[src/rtl/game_autoplayer.sv]
// Autoplayer for the cave adventure: reads the room, issues one direction pulse per
// decision, and stops on win, death, malformed room or exhausted step budget.
module game_autoplayer #(
    parameter int unsigned MAX_STEPS = 12
) (
    input  logic       clk,
    input  logic       reset,
    input  logic       start,
    input  logic [6:0] room,
    input  logic       win,
    input  logic       d,
    output logic       n,
    output logic       s,
    output logic       e,
    output logic       w,
    output logic       busy,
    output logic       done,
    output logic       fail,
    output logic [3:0] steps
);

    typedef enum logic [2:0] {IDLE, ISSUE, GAP, DONE, FAIL} state_t;

    localparam logic [3:0] STEP_LIMIT = 4'(MAX_STEPS);

    state_t state;
    logic   sword;
    logic   room_valid;

    assign room_valid = $onehot(room);

    always_ff @(posedge clk or posedge reset) begin
        if (reset) begin
            state <= IDLE;
            n     <= 1'b0;
            s     <= 1'b0;
            e     <= 1'b0;
            w     <= 1'b0;
            steps <= '0;
            sword <= 1'b0;
        end else begin
            // Direction pulses live for exactly one cycle: only an ISSUE->GAP move raises one.
            n <= 1'b0;
            s <= 1'b0;
            e <= 1'b0;
            w <= 1'b0;
            case (state)
                IDLE, DONE, FAIL: begin
                    if (start) begin
                        state <= ISSUE;
                        steps <= '0;
                        sword <= 1'b0;
                    end
                end
                ISSUE: begin
                    if (d || room[6]) begin
                        state <= FAIL;
                    end else if (win || room[5]) begin
                        state <= DONE;
                    end else if (!room_valid) begin
                        state <= FAIL;
                    end else if (steps == STEP_LIMIT) begin
                        state <= FAIL;
                    end else begin
                        state <= GAP;
                        if (steps != 4'hf) begin
                            steps <= steps + 4'd1;
                        end
                        if (room[0]) begin
                            e <= 1'b1;
                        end else if (room[1]) begin
                            s <= 1'b1;
                        end else if (room[2]) begin
                            if (sword) e <= 1'b1;
                            else       w <= 1'b1;
                        end else if (room[3]) begin
                            e     <= 1'b1;
                            sword <= 1'b1;
                        end
                        // Den: no pulse, the game moves on by itself.
                    end
                end
                GAP: begin
                    state <= ISSUE;
                end
                default: begin
                    state <= IDLE;
                end
            endcase
        end
    end

    always_comb begin
        busy = (state == ISSUE) || (state == GAP);
        done = (state == DONE);
        fail = (state == FAIL);
    end

endmodule
[config.mk]
export PLATFORM = sky130hd
export DESIGN_NAME = game_autoplayer
export DESIGN_NICKNAME = d
export VERILOG_FILES = /design/src/rtl/game_autoplayer.sv
export SDC_FILE = /design/constraint.sdc
export NUM_CORES = 1
export LEC_CHECK = 0
export CORE_MARGIN = 10
export CORE_UTILIZATION = 40
export CTS_BUF_LIST = sky130_fd_sc_hd__clkbuf_4
export CTS_CLUSTER_SIZE = 10
export DETAILED_ROUTE_END_ITERATION = 7
export PLACE_DENSITY = 0.69
export SYNTH_ARGS = -nofsm -noshare
export SYNTH_HDL_FRONTEND = slang
export SYNTH_SLANG_ARGS = --single-unit
export TNS_END_PERCENT = 100
[constraint.sdc]
create_clock -name clk -period 2 [get_ports clk]
set_input_delay 0.3 -clock clk [delete_from_list [all_inputs] [get_ports clk]]
set_output_delay 0.3 -clock clk [all_outputs]
set_load 0.02 [all_outputs]
# Word-level counts from Yosys, hierarchy flattened
# Cells that the tools add are included.
classes:
  addsub: 7
  multipliers: 0
  div: 0
  magnitude_cmp: 0
  n_eq_ne: 17
  n_shift: 0
  muxes: 49
  n_bitwise: 0
  n_reduce_logical: 8
op_table:
  columns: ["op", "n"]
  rows:
  - ["$mux 1", 35]
  - ["$mux 4", 6]
  - ["$ne 2x2->1 const B", 10]
  - ["$mux 3", 5]
  - ["$reduce_and 10->1", 1]
  - ["$pmux 3 s3", 1]
  - ["$pmux 4 s2", 1]
  - ["$reduce_and 7->1", 1]
  - ["$add 1x1->2", 3]
  - ["$eq 3x1->1 const B", 2]
  - ["$eq 3x2->1 const B", 2]
  - ["$add 4x1->4 const B", 1]
  - ["$eq 4x4->1 const B", 1]
  - ["$ne 4x4->1 const B", 1]
  - ["$add 2x1->3", 1]
  - ["$add 2x2->3", 1]
  - ["$add 3x3->3", 1]
  - ["$eq 3x3->1 const B", 1]
  - ["$logic_not 3->1", 1]
  - ["$logic_or 1x1->1", 3]
  - ["$reduce_or 3->1", 1]
  - ["$pmux 1 s2", 1]
  - ["$reduce_bool 2->1", 1]
word_totals:
  regBits: 11
  latchBits: 0
  mem_bits_rw: 0
  romBits: 0
  input_bits: 12
  out_inout_bits: 11
  elab_cells: 87
  memories: 0

# Depth between registers and ports, before layout
depth:
  word_depth: 9
  depth_mapped: 10

# Worst setup path before layout
# No wires, ideal clock.
synth_timing:
  path_kind: "input -> register"
  from: "input port room[0]"
  to: "register steps[3]"
  setup_time_ps: 78
  arrival_time_ps: 3202
  path_slack_ps: -1280
  stages: 10
  path_buffers: 0
  cell_sequence: "inv_1 > fa_1 > fa_1 > fa_1 > inv_1 > fa_1 > nor3_1 > a31oi_2 > or4_1 > a21boi_1"
synth_via:
  elab_chain_cells: 6
synth_rtl:
  columns: ["item", "line", "rtl"]
  rows:
  - ["start: declaration", "9", "input logic [6:0] room,"]
  - ["$add 1x1->2 (not written as such)", "30", "assign room_valid = $onehot(room);"]
  - ["$add 2x2->3 (not written as such)", "30", null]
  - ["$add 3x3->3 (not written as such)", "30", null]
  - ["$eq 3x1->1", "30", null]
  - ["$ne 2x2->1 (no line)", null, null]
  - ["$reduce_and 7->1 (no line)", null, null]
  - ["end signal: assignment", "67", "steps <= steps + 4'd1;"]
  - ["end: declaration", "19", "output logic [3:0] steps"]
# No other way between the ends.
# A chain may end at the register's enable or synchronous reset.

# Worst setup path after layout
layout_timing:
  from: "input port room[0]"
  to: "register steps[0]"
# Same word-level chain as after synthesis.

==> results by group <==
GRT
  – Number of global-route vias before repair: 838
  – Pin count of the biggest net entering global routing: 12
  – All-layer global routing usage: 12.8%
  – Antenna violations before repair: 0
  – Grt total ovfl: 0
  – First-pass GRT wire length: around 4.2 mm

Route
  – Residual DRC: 0
  – Drt wl/cell: about 15 um
  – Remaining antenna violation count: 0
  – Vias post-DR: 798
  – Vias per inst: 4.99
  – 1st-iter DRT viols: 44
  – Pre-antenna DRT Iters: 4
  – Drt total wl: about 2.4 mm

Min path
  – Hold worst-path end: w$_DFF_PP0_
  – HP Start: room[0]
  – WHS Path Cells: 4
  – Worst Hold Class: in -> reg

Placed design
  – Detailed placement HPWL: 1.57 mm
  – Port-buffer cells: 21
  – Placer Congestion: 0.794
  – Placement Setup Slack: -1.75 ns

Floorplan
  – Core area: 1800 um2
  – Die height: ~64 um
  – # IOs: 23
  – Initial Utilization: 43.7%
  – FP Rows: 15
  – Die area: 4150 um2
  – Die width: around 64 um

Timing
  – Final Setup Violations: 10
  – Final Hold Slack: 0.285 ns
  – Final Hold Vio Count: 0
  – RSZ-0062 raised after global routing: true
  – Peak Freq: 0.336 GHz
  – Min Clock Period, post-route: 2.98 ns
  – Max-slew headroom: 62.9%
  – Post-route worst setup slack: -0.976 ns
  – Crit share post-route: 149%
  – Max Clock Skew: 0.00618 ns
  – Slew @ Worst Pin: 0.557 ns
  – Slew Limit Fails: 0

Final layout
  – Sequential Area: ~280 um2
  – Area Overhead vs Synth: 69.7%
  – Ant diodes: 0
  – Number of fill cells: 132
  – Nets: 155
  – Commonest cells after routing, fill and taps aside: buf_4, clkdlybuf4s50_1, inv_1, dfrtp_1
  – Multi-input gate area: 500 um2
  – Commonest non-fill, non-tap cell in the layout: buf_4
  – Fin util: 74.2%
  – Share of layout cells above drive strength 1: 42.2%

Power and ir drop
  – Reg power frac: 30.0%
  – Pwr Total: 1.07 mW
  – Comb pwr share: 53.7%
  – Pleak: 0.639 nW
  – Peak supply drop: 0.715 mV
  – Internal power: approximately 650 uW
  – Sw Pwr: 419 uW
  – Pwr dens: 800 nW/um2
  – Clock power share: 16.2%
  – Sw frac: 39.2%

Logic synthesis
  – Cell variety after synth: 34
  – Async SR Flop Fraction: 100%
  – Synth Warn #: 0
  – Synth Register Bits: 11
  – Syn Nets: 101
  – Sequential-to-total area share from yosys stat: 34.9%
  – Number of flops mapped to enable cells by yosys: 0
  – Syn Area/Cell: 9.61 um2
  – Post-Synthesis Cell Area: 788 um2
  – Post-synthesis cell count: just over 80
  – Post-synth top flop: dfrtp_1

Worst setup path
  – Worst EP required: 2.20 ns
  – Worst R2R Setup Slack: 0.23 ns
  – Element type at the critical path start: input pin
  – R2r endpoint: steps[3]$_DFFE_PP0P_
  – FF-to-FF Start: steps[0]$_DFFE_PP0P_
  – Worst r2r path cells: 6
  – Crit path max fanout: 3
  – CP Capture Type: flop
  – Critical Path AT: 3.18 ns
  – Crit Path Class: in -> reg

Clock network
  – Number of H-tree levels: 1
  – Num CTS Buffers: 3
  – Worst-path clk slew: around 0.07 ns
  – Clk sinks: 11
  – Clock Tree Root: clkbuf_4
  – Longest Clk Path Bufs: 2
  – Hold-fix buffers at CTS: 0
  – Clock latency at the later pin of the worst-skew pair: 0.28 ns
  – CTS tree: done

Run
  – Max Cap Viol: 0

Outcome
  – Failing checks: negative setup slack
  – Status: complete, but fails checks
through the flow:
| step | instance area (um2) | std cells | setup TNS, ns |
|---|---|---|---|
| after detailed placement | 1120 | 137 | -16.12 |
| after floorplan | 813 | 82 | -8.33 |
| after global placement | 1120 | 137 | -15.64 |
| final | 1340 | 160 | -8.23 |
| after CTS | 1340 | 162 | -8.98 |
| after global routing | 1340 | 160 | -8.97 |
layout make-up:
class	count	share of cell area, %
sequential	11	20.7
timing repair buffer	50	32.6
multi-input combinational	56	37.4
tap	25	2.34
inverter	14	4.68
clock buffer	4	2.25
power by group through the flow:
stage	clock, mW	sequential (mW)	combinational [mW]
2_1_floorplan	0	0.334	0.274
3_3_place_gp	0	0.324	0.469
3_5_place_dp	0	0.322	0.484
4_1_cts	0.172	0.320	0.573
5_1_grt	0.187	0.330	0.631
6_report	0.173	0.321	0.575
Yosys cell counts, types with 2 or more instances:
library cell / number / area (um2)
inv_1: 14 / 52.6
dfrtp_1: 11 / 275
nand2_1: 5 / 18.8
nor2_1: 5 / 18.8
fa_1: 4 / 80.1
and2_1: 3 / 18.8
ha_1: 3 / 37.5
nand3_1: 3 / 15.0
nor3_1: 3 / 15.0
o21ai_0: 3 / 15.0
a21oi_1: 2 / 10.0
mux2i_1: 2 / 20.0
nor2b_1: 2 / 12.5
or4_1: 2 / 15.0
cells by family (layout without fill, tap and decap cells):
family	count (synthesis)	count (layout)	share of synthesized area [%]
AOI/OAI and AO/OA	14	14	13.3
other	1	1	0.476
buffers and inverters	15	68	7.62
adders and majority gates	7	7	14.9
muxes	2	2	2.54
xor gates and xnor gates	1	1	1.11
and+or+nand+nor	31	31	25.1
DFF	11	11	34.9
worst max path at each step:
stage | from | end | slack [ns] | cells past startpoint
2_1_floorplan | room[3] | steps[3]$_DFFE_PP0P_ | -1.03 | 10
3_3_place_gp | room[3] | steps[3]$_DFFE_PP0P_ | -1.67 | 11
3_5_place_dp | room[3] | steps[3]$_DFFE_PP0P_ | -1.75 | 11
4_1_cts | room[0] | steps[3]$_DFFE_PP0P_ | -1.04 | 11
5_1_grt | room[0] | steps[0]$_DFFE_PP0P_ | -1.05 | 12
6_report | room[0] | steps[0]$_DFFE_PP0P_ | -0.98 | 12
state kept, by name, summed over array words and instances, names as in the netlist:
name and count:
steps 4, state 3, e 1, s 1
sword 1, w 1
metal layers:
layer | vias to the layer above | share of wire [%] | track usage, %
met5 | - | 0 | 0
met4 | 0 | 2.3 | 5.35
met3 | 7 | 7.0 | 5.57
met2 | 25 | 51 | 22.0
met1 | 381 | 40 | 13.3
li1 | 385 | - | -
critical path, cell delays in order:
cell and delay (ns):
buf_8 0.08, inv_4 0.03, fa_1 0.56, fa_1 0.44
fa_2 0.35, inv_2 0.06, fa_1 0.41, nor3_2 0.17
a31oi_2 0.14, buf_4 0.17, or4_1 0.40, o21ai_1 0.09
timing repair:
item	4_1_cts	5_1_grt
pin swaps	11	9
endpoints found under the setup margin	11	12
resized for setup	27	3
setup buffers	24	0
No activity file was read; power rests on OpenSTA's default activity.
